$ cat config.mk
export PLATFORM = sky130hd
export DESIGN_NAME = pifo_bypass_dispatcher
export DESIGN_NICKNAME = d
export VERILOG_FILES = /design/src/rtl/pifo_pkg.sv /design/src/rtl/pifo_sync_fifo.sv /design/src/rtl/pifo_bypass_dispatcher.sv
export SDC_FILE = /design/constraint.sdc
export NUM_CORES = 1
export LEC_CHECK = 0
export CAP_MARGIN = 30
export CORE_UTILIZATION = 45
export CTS_CLUSTER_DIAMETER = 150
export CTS_CLUSTER_SIZE = 20
export DETAILED_ROUTE_END_ITERATION = 10
export MAX_ROUTING_LAYER = met4
export PLACE_DENSITY = 0.7
export RECOVER_POWER = 25
export SETUP_SLACK_MARGIN = 0.02
export SYNTH_ARGS = -nofsm -noshare
export SYNTH_HDL_FRONTEND = slang
export SYNTH_SLANG_ARGS = --single-unit
$ cat constraint.sdc
create_clock -name clk -period 4.47 [get_ports clk]
set_clock_uncertainty 0.15 [all_clocks]
set_input_delay 0.894 -clock clk [delete_from_list [all_inputs] [get_ports clk]]
set_output_delay 0.894 -clock clk [all_outputs]
set_load 0.05 [all_outputs]
$ cat src/rtl/pifo_pkg.sv
// Shared definitions for the PIFO bypass dispatcher: info-word width,
// info-word type and statistics counter width.
package pifo_pkg;

   localparam int PIFO_INFO_WIDTH = 32;
   localparam int CNT_WIDTH       = 16;

   typedef logic [PIFO_INFO_WIDTH-1:0] pifo_info_t;

endpackage : pifo_pkg

$ cat src/rtl/pifo_sync_fifo.sv
// Single-clock FIFO with registered show-ahead output for the PIFO enqueue path.
// A full FIFO still accepts a push in the same cycle as a pop.
module pifo_sync_fifo #(
   parameter int WIDTH = 32,
   parameter int DEPTH = 8
) (
   input  logic                     clk,
   input  logic                     rst,
   input  logic                     push,
   input  logic [WIDTH-1:0]         push_data,
   input  logic                     pop,
   output logic [WIDTH-1:0]         pop_data,
   output logic                     valid,
   output logic                     full,
   output logic [$clog2(DEPTH):0]   count
);

   localparam int AW = $clog2(DEPTH);
   localparam logic [AW:0] FULL_CNT = DEPTH[AW:0];

   logic [WIDTH-1:0] mem_q [DEPTH];
   logic [AW-1:0]    wr_ptr_q, wr_ptr_d;
   logic [AW-1:0]    rd_ptr_q, rd_ptr_d;
   logic [AW:0]      count_q, count_d;
   logic             do_push, do_pop;

   assign valid   = (count_q != '0);
   assign full    = (count_q == FULL_CNT);
   assign do_pop  = pop & valid;
   assign do_push = push & (~full | do_pop);

   always_comb begin
      wr_ptr_d = wr_ptr_q;
      rd_ptr_d = rd_ptr_q;
      count_d  = count_q;
      if (do_push) wr_ptr_d = wr_ptr_q + AW'(1);
      if (do_pop)  rd_ptr_d = rd_ptr_q + AW'(1);
      if (do_push && !do_pop)      count_d = count_q + (AW+1)'(1);
      else if (do_pop && !do_push) count_d = count_q - (AW+1)'(1);
   end

   always_ff @(posedge clk) begin
      if (rst) begin
         wr_ptr_q <= '0;
         rd_ptr_q <= '0;
         count_q  <= '0;
      end else begin
         wr_ptr_q <= wr_ptr_d;
         rd_ptr_q <= rd_ptr_d;
         count_q  <= count_d;
      end
   end

   // NOTE: storage is not reset; count_q alone decides which entries are live.
   always_ff @(posedge clk) begin
      if (do_push) mem_q[wr_ptr_q] <= push_data;
   end

   assign pop_data = valid ? mem_q[rd_ptr_q] : '0;
   assign count    = count_q;

endmodule : pifo_sync_fifo

$ cat src/rtl/pifo_bypass_dispatcher.sv
// Steers bypass-checker results to a one-entry bypass register or the PIFO enqueue FIFO.
// Define PIFO_DISPATCH_STATS_EN to build the saturating stat_* counters.
module pifo_bypass_dispatcher #(
   parameter int PIFO_INFO_WIDTH = pifo_pkg::PIFO_INFO_WIDTH,
   parameter int FIFO_DEPTH      = 8,
   parameter int CNT_WIDTH       = pifo_pkg::CNT_WIDTH
) (
   input  logic                       clk,
   input  logic                       rst,
   input  logic                       s_axis_valid,
   input  logic [PIFO_INFO_WIDTH-1:0] s_axis_pifo_info,
   input  logic                       s_axis_bypass_en,
   output logic                       m_axis_bypass_valid,
   output logic [PIFO_INFO_WIDTH-1:0] m_axis_bypass_info,
   input  logic                       m_axis_bypass_ready,
   output logic                       m_axis_enq_valid,
   output logic [PIFO_INFO_WIDTH-1:0] m_axis_enq_info,
   input  logic                       m_axis_enq_ready,
   output logic [CNT_WIDTH-1:0]       stat_bypass_cnt,
   output logic [CNT_WIDTH-1:0]       stat_demote_cnt,
   output logic [CNT_WIDTH-1:0]       stat_drop_cnt
);

   localparam int AW = $clog2(FIFO_DEPTH);

   logic                       byp_occ_q, byp_occ_d;
   logic [PIFO_INFO_WIDTH-1:0] byp_info_q;
   logic                       byp_drain, byp_load;
   logic                       fifo_push, fifo_valid, fifo_full, enq_pop;
   logic [AW:0]                fifo_count;
   logic                       unused_fifo_count;

   // A bypass word may load while the current one drains in the same cycle.
   assign byp_drain = byp_occ_q & m_axis_bypass_ready;
   assign byp_load  = s_axis_valid & s_axis_bypass_en & (~byp_occ_q | byp_drain);
   assign fifo_push = s_axis_valid & ~byp_load;
   assign enq_pop   = fifo_valid & m_axis_enq_ready;
   assign byp_occ_d = byp_load | (byp_occ_q & ~byp_drain);

   always_ff @(posedge clk) begin
      if (rst) byp_occ_q <= 1'b0;
      else     byp_occ_q <= byp_occ_d;
   end

   always_ff @(posedge clk) begin
      if (byp_load) byp_info_q <= s_axis_pifo_info;
   end

   assign m_axis_bypass_valid = byp_occ_q;
   assign m_axis_bypass_info  = byp_occ_q ? byp_info_q : '0;

   pifo_sync_fifo #(
      .WIDTH (PIFO_INFO_WIDTH),
      .DEPTH (FIFO_DEPTH)
   ) u_fifo (
      .clk       (clk),
      .rst       (rst),
      .push      (fifo_push),
      .push_data (s_axis_pifo_info),
      .pop       (m_axis_enq_ready),
      .pop_data  (m_axis_enq_info),
      .valid     (fifo_valid),
      .full      (fifo_full),
      .count     (fifo_count)
   );

   assign m_axis_enq_valid  = fifo_valid;
   assign unused_fifo_count = ^fifo_count;

`ifdef PIFO_DISPATCH_STATS_EN
   logic                 byp_demote, enq_drop;
   logic [CNT_WIDTH-1:0] bypass_cnt_q, demote_cnt_q, drop_cnt_q;

   assign byp_demote = s_axis_valid & s_axis_bypass_en & ~byp_load;
   assign enq_drop   = fifo_push & fifo_full & ~enq_pop;

   always_ff @(posedge clk) begin
      if (rst) begin
         bypass_cnt_q <= '0;
         demote_cnt_q <= '0;
         drop_cnt_q   <= '0;
      end else begin
         if (byp_drain  && bypass_cnt_q != '1) bypass_cnt_q <= bypass_cnt_q + CNT_WIDTH'(1);
         if (byp_demote && demote_cnt_q != '1) demote_cnt_q <= demote_cnt_q + CNT_WIDTH'(1);
         if (enq_drop   && drop_cnt_q   != '1) drop_cnt_q   <= drop_cnt_q + CNT_WIDTH'(1);
      end
   end

   assign stat_bypass_cnt = bypass_cnt_q;
   assign stat_demote_cnt = demote_cnt_q;
   assign stat_drop_cnt   = drop_cnt_q;
`else
   assign stat_bypass_cnt = '0;
   assign stat_demote_cnt = '0;
   assign stat_drop_cnt   = '0;
`endif

endmodule : pifo_bypass_dispatcher
* Word level (Yosys, flattened, before mapping) *
Memories as Yosys holds them, arrays and structs flattened. A register that Yosys moved wholly into a read port is not among the register bits.
Index checks and enable logic that the tools add are counted.

cells by class
  add/sub/neg operators = 4
  equality and inequality tests = 1
  mux-type cells = 8
  bitwise logic cells = 14
  reductions and logical operators = 6

operators by type and width
  cell                                                                 count
  32-bit 2-to-1 mux                                                    2
  4-bit 2-to-1 mux                                                     2
  1-bit bitwise AND                                                    7
  3-bit by 1-bit adder with 3-bit output (second input constant)       2
  3-bit 2-to-1 mux                                                     2
  4-bit by 1-bit adder with 4-bit output (second input constant)       1
  4-bit equality test (second input constant)                          1
  1-bit NOT                                                            4
  4-bit nonzero test                                                   1
  4-bit by 1-bit subtractor with 4-bit output (second input constant)  1
  1-bit bitwise OR                                                     3
  1-bit logical AND                                                    2
  1-bit zero test                                                      2
  1-bit 2-to-1 mux                                                     2
  2-bit nonzero test                                                   1

storage, ports and cells
  bits in registers = 43
  RAM bits = 256
  bits of input ports = 38
  output and inout bits = 114
  memories = 1

memory list
  name          depth  width  read ports  clocked after Yosys merged registers in  wr ports  RTL line              text
  u_fifo.mem_q  8      32     1           1                                        1         pifo_sync_fifo.sv:21  logic [WIDTH-1:0] mem_q [DEPTH];

* Longest topological paths before layout *
  depth after elaboration = 10
  mapped depth = 10
  gate-level depth less buffers = 10

* By module *
From an unflattened synthesis, not the netlist that was laid out.

second synthesis, totals
  cell total of the unflattened synthesis = 601
  area total of the unflattened synthesis = 11942.7 µm²

by module, submodules not included
  module                  times used  cells an instance  area each (µm²)  sequential area each (µm²)
  pifo_sync_fifo          1           479                10353.7          7947.6
  pifo_bypass_dispatcher  1           122                1589.0           980.9

* Worst setup path before layout *
OpenSTA, ideal clock, no wires.

  kind = input to register
  start point = input m_axis_bypass_ready
  end point = memory u_fifo.mem_q[1][0] (enable)
  library setup time = 461 ps
  arrival time = 3834 ps
  data required time = 3859 ps
  setup slack = 25 ps
  stages = 4
  path buffers = 0
  path through = nand2b_1 > a221oi_4 > nand2_1 > nor3_1

on the way
  longest elaborated chain between the ends = 8

ends and longest elaborated chain
  item                                    RTL line                      text
  start, declared                         pifo_bypass_dispatcher.sv:15  input logic m_axis_bypass_ready,
  1-bit bitwise AND                       pifo_bypass_dispatcher.sv:34  assign byp_drain = byp_occ_q & m_axis_bypass_ready;
  1-bit bitwise OR                        pifo_bypass_dispatcher.sv:35  assign byp_load = s_axis_valid & s_axis_bypass_en & (~byp_occ_q | byp_drain);
  1-bit bitwise AND                       pifo_bypass_dispatcher.sv:35
  1-bit NOT                               pifo_bypass_dispatcher.sv:36  assign fifo_push = s_axis_valid & ~byp_load;
  1-bit bitwise AND                       pifo_bypass_dispatcher.sv:36
  1-bit bitwise AND                       pifo_sync_fifo.sv:30          assign do_push = push & (~full | do_pop);
  via u_fifo.do_push                      pifo_sync_fifo.sv:25          logic do_push, do_pop;
  1-bit 2-to-1 mux                        pifo_sync_fifo.sv:56          if (do_push) mem_q[wr_ptr_q] <= push_data;
  1-bit 2-to-1 mux (implied by the code)  pifo_sync_fifo.sv:56
  end, declared                           pifo_sync_fifo.sv:21

The timed path passes the listed nets, and every way through them passes these cells.

==> results.json <==
{
  "status": "complete, no violations",
  "viasPerCell": 5.278,
  "cts_buffers": 19,
  "synth-seq-cells": 302,
  "drt_wl_total_microns": 22470,
  "cp.required_ns": 3.43,
  "drv_slew": 0,
  "clk_path_buf_depth": 3,
  "layout_commonest_cell": "edfxtp_1",
  "p_int_uw": 4983,
  "path_cells": "buf_4 -> mux4_2 -> mux2i_1 -> nor2_1 -> clkdlybuf4s50_1",
  "leakage_uw": 0.004390,
  "cts_sinks": 302,
  "htreeDepth": 1,
  "netlist_instances": 601,
  "grt-ovfl-total": 0,
  "post-route-util": 0.5322,
  "hp-class": "reg -> reg",
  "drc": 0,
  "die_width_microns": 165.1,
  "chipHeight_microns": 165.1,
  "power.switching_uw": 2586,
  "ys_warn_count": 0,
  "finalSetupTns_ns": 0,
  "power_frac_comb": 0.341,
  "path_max_fanout": 28,
  "synth.largest_area_cell": "edfxtp_1",
  "synth_cell_type_count": 30,
  "track_usage": 0.1762,
  "dp_cells": 1035,
  "grt_pass1_vias": 5873,
  "cts-root-buf": "clkbuf_16",
  "fin_cells": 1063,
  "cts.clk_slew.worst_paths_ns": 0.08,
  "nFillCells": 1990,
  "ioPinCount": 152,
  "max-vdd-ir-drop_mv": 0.4404,
  "synthTopCellsByArea": "edfxtp_1 (72%), mux4_2 (12%), buf_4 (3.1%)",
  "hpwlAfterDp_microns": 13360,
  "power_uw": 7570,
  "critPathArrivalTime_ns": 3.07,
  "critPathBufInv": 2,
  "cts_setup_buffers": 0,
  "postSynthAreaPerCell_sq_um": 19.91,
  "period_minus_slack_ns": 4.118,
  "critPathMaxStageDelay_ns": 0.73,
  "syn_area_sq_um": 11960,
  "sw_frac_of_total": 0.3417,
  "setup_viol": 0,
  "drtAntennaViolNets": 0,
  "end_kind": "output port",
  "powerDensity_nw_per_um2": 545.8,
  "seq_area_frac_synth": 0.7463,
  "vias": 5611,
  "maxCapViolCount": 0,
  "finalHoldViolCount": 0,
  "portBuffers": 103,
  "cts_resized": 0,
  "nets": 765,
  "drt_pass1_iterations": 5,
  "place_congestion": 0.7167,
  "crit_type": "reg -> out",
  "cp_top_family": "buffers and inverters",
  "drt_iter0_drc": 396,
  "critPathLaunchType": "register",
  "rows": 59,
  "core_sq_um": 26060,
  "max_freq_mhz": 242.8,
  "hold_buffers": 0,
  "p_seq_frac": 0.438,
  "crit_path_top_delay_cell": "dfxtp_4",
  "drive_gt1_frac": 0.1719,
  "worst_pin_slew_ns": 0.8396,
  "clkPwrFrac": 0.221,
  "maxSlewHeadroom": 0.4402,
  "grt_setup_unrepaired": "false",
  "synth_top_area_frac": 0.7229,
  "tritoncts": "yes",
  "grt_pass1_wl_microns": 34510,
  "die_area_sq_um": 27240,
  "start_util": 0.4591,
  "grt_max_degree": 65,
  "timing.final.crit_share": 0.9214,
  "clock_latency_ns": 0.50,
  "wl_per_cell_microns": 21.14,
  "syn_to_final_growth_pct": 15.92,
  "timing.hold.ws_ns": 0.3636,
  "antenna_found_initial": 1,
  "mostFrequentLayoutCells": "edfxtp_1 (288), clkdlybuf4s50_1 (84), mux4_2 (64)"
}
## Yosys cell counts
cell type / n
nand2_1: 5
nor2_1: 49
a221oi_4: 1
nand2b_1: 5
inv_1: 2
fa_1: 1
buf_2: 9
xnor2_1: 1
mux2i_1: 34
a21oi_1: 6
buf_6: 6
buf_4: 49
ha_1: 5
conb_1: 1
edfxtp_1: 288
mux2_2: 1
a31oi_1: 1
nor3_1: 3
nor4_4: 1
dfxtp_1: 14
mux4_2: 64
nand2b_2: 1
xor2_1: 3
nor2b_1: 3
nand3_1: 3
inv_2: 1
clkbuf_1: 10
a211oi_1: 1
and2_1: 32
a31o_1: 1
## worst min-delay path: stages (launching register included)
cell and delay [ns]:
dfxtp_1 0.32, nand2_1 0.05, a21oi_1 0.09
## cell families (layout without fill, tap and decap cells)
| kind of cell | count (synthesis) | count (layout) | share of synthesized area |
|---|---|---|---|
| muxes | 99 | 99 | 0.1499 |
| and+or+nand+nor | 102 | 102 | 0.04288 |
| buffers and inverters | 77 | 156 | 0.04424 |
| xor gates and xnor gates | 4 | 4 | 0.002929 |
| other | 1 | 49 | 0.0003134 |
| DFF | 302 | 302 | 0.7463 |
| AOI/OAI and AO/OA | 10 | 10 | 0.006590 |
| adders and majority gates | 6 | 6 | 0.006902 |
## state kept, by name, summed over array words and instances, names as in the netlist, named ones only
name	flops
u_fifo.rd_ptr_q	3
m_axis_bypass_valid	1
byp_info_q	32
u_fifo.count	4
u_fifo.wr_ptr_q	3
u_fifo.mem_q	256
## per-layer routing
| layer | global-route usage | wire [microns] | share of wire | vias to the layer above |
|---|---|---|---|---|
| li1 | - | - | - | 2485 |
| met1 | 0.2463 | 10050 | 0.45 | 2912 |
| met2 | 0.2834 | 11020 | 0.49 | 190 |
| met3 | 0.02273 | 1129 | 0.050 | 24 |
| met4 | 0.02877 | 266 | 0.012 | 0 |
| met5 | - | 0 | 0 | - |
## worst paths after layout
kind                                           from             endpoint  slack (ns)  depth (start not counted)
worst min register to register   u_fifo.rd_ptr_q[1]             register        0.36                          2
worst min-delay path             u_fifo.rd_ptr_q[1]             register        0.36                          2
worst max-delay path                       register  m_axis_enq_info[25]        0.35                          5
worst max register to register  m_axis_bypass_valid      u_fifo.count[3]        1.23                          9
## final cells by class
type	count	area, sq um	share of cell area
Antenna cell	1	2.502	0.0001804
Clock buffer	25	498.0	0.03591
Clock inverter	2	28.78	0.002075
Inverter	3	11.26	0.0008120
Multi-Input combinational cell	269	2745	0.1979
Sequential cell	302	8935	0.6443
Tap cell	335	419.2	0.03022
Timing Repair Buffer	126	1229	0.08860
## metrics by stage
step	instance area (sq um)	setup slack [ns]
6_report	13870	0.3516
3_3_place_gp	13340	0.8009
5_1_grt	13870	0.1490
2_1_floorplan	12140	0.02533
3_5_place_dp	13340	0.7798
4_1_cts	13870	0.2486
## power by group through the flow
stage	clock network, uW	registers (uW)	logic [uW]
2_1_floorplan	0	3290	1960
6_report	1670	3310	2580
3_3_place_gp	0	3380	2590
5_1_grt	1800	3340	2740
4_1_cts	1710	3320	2620
3_5_place_dp	0	3390	2610
(Power assumes the default switching activity.)
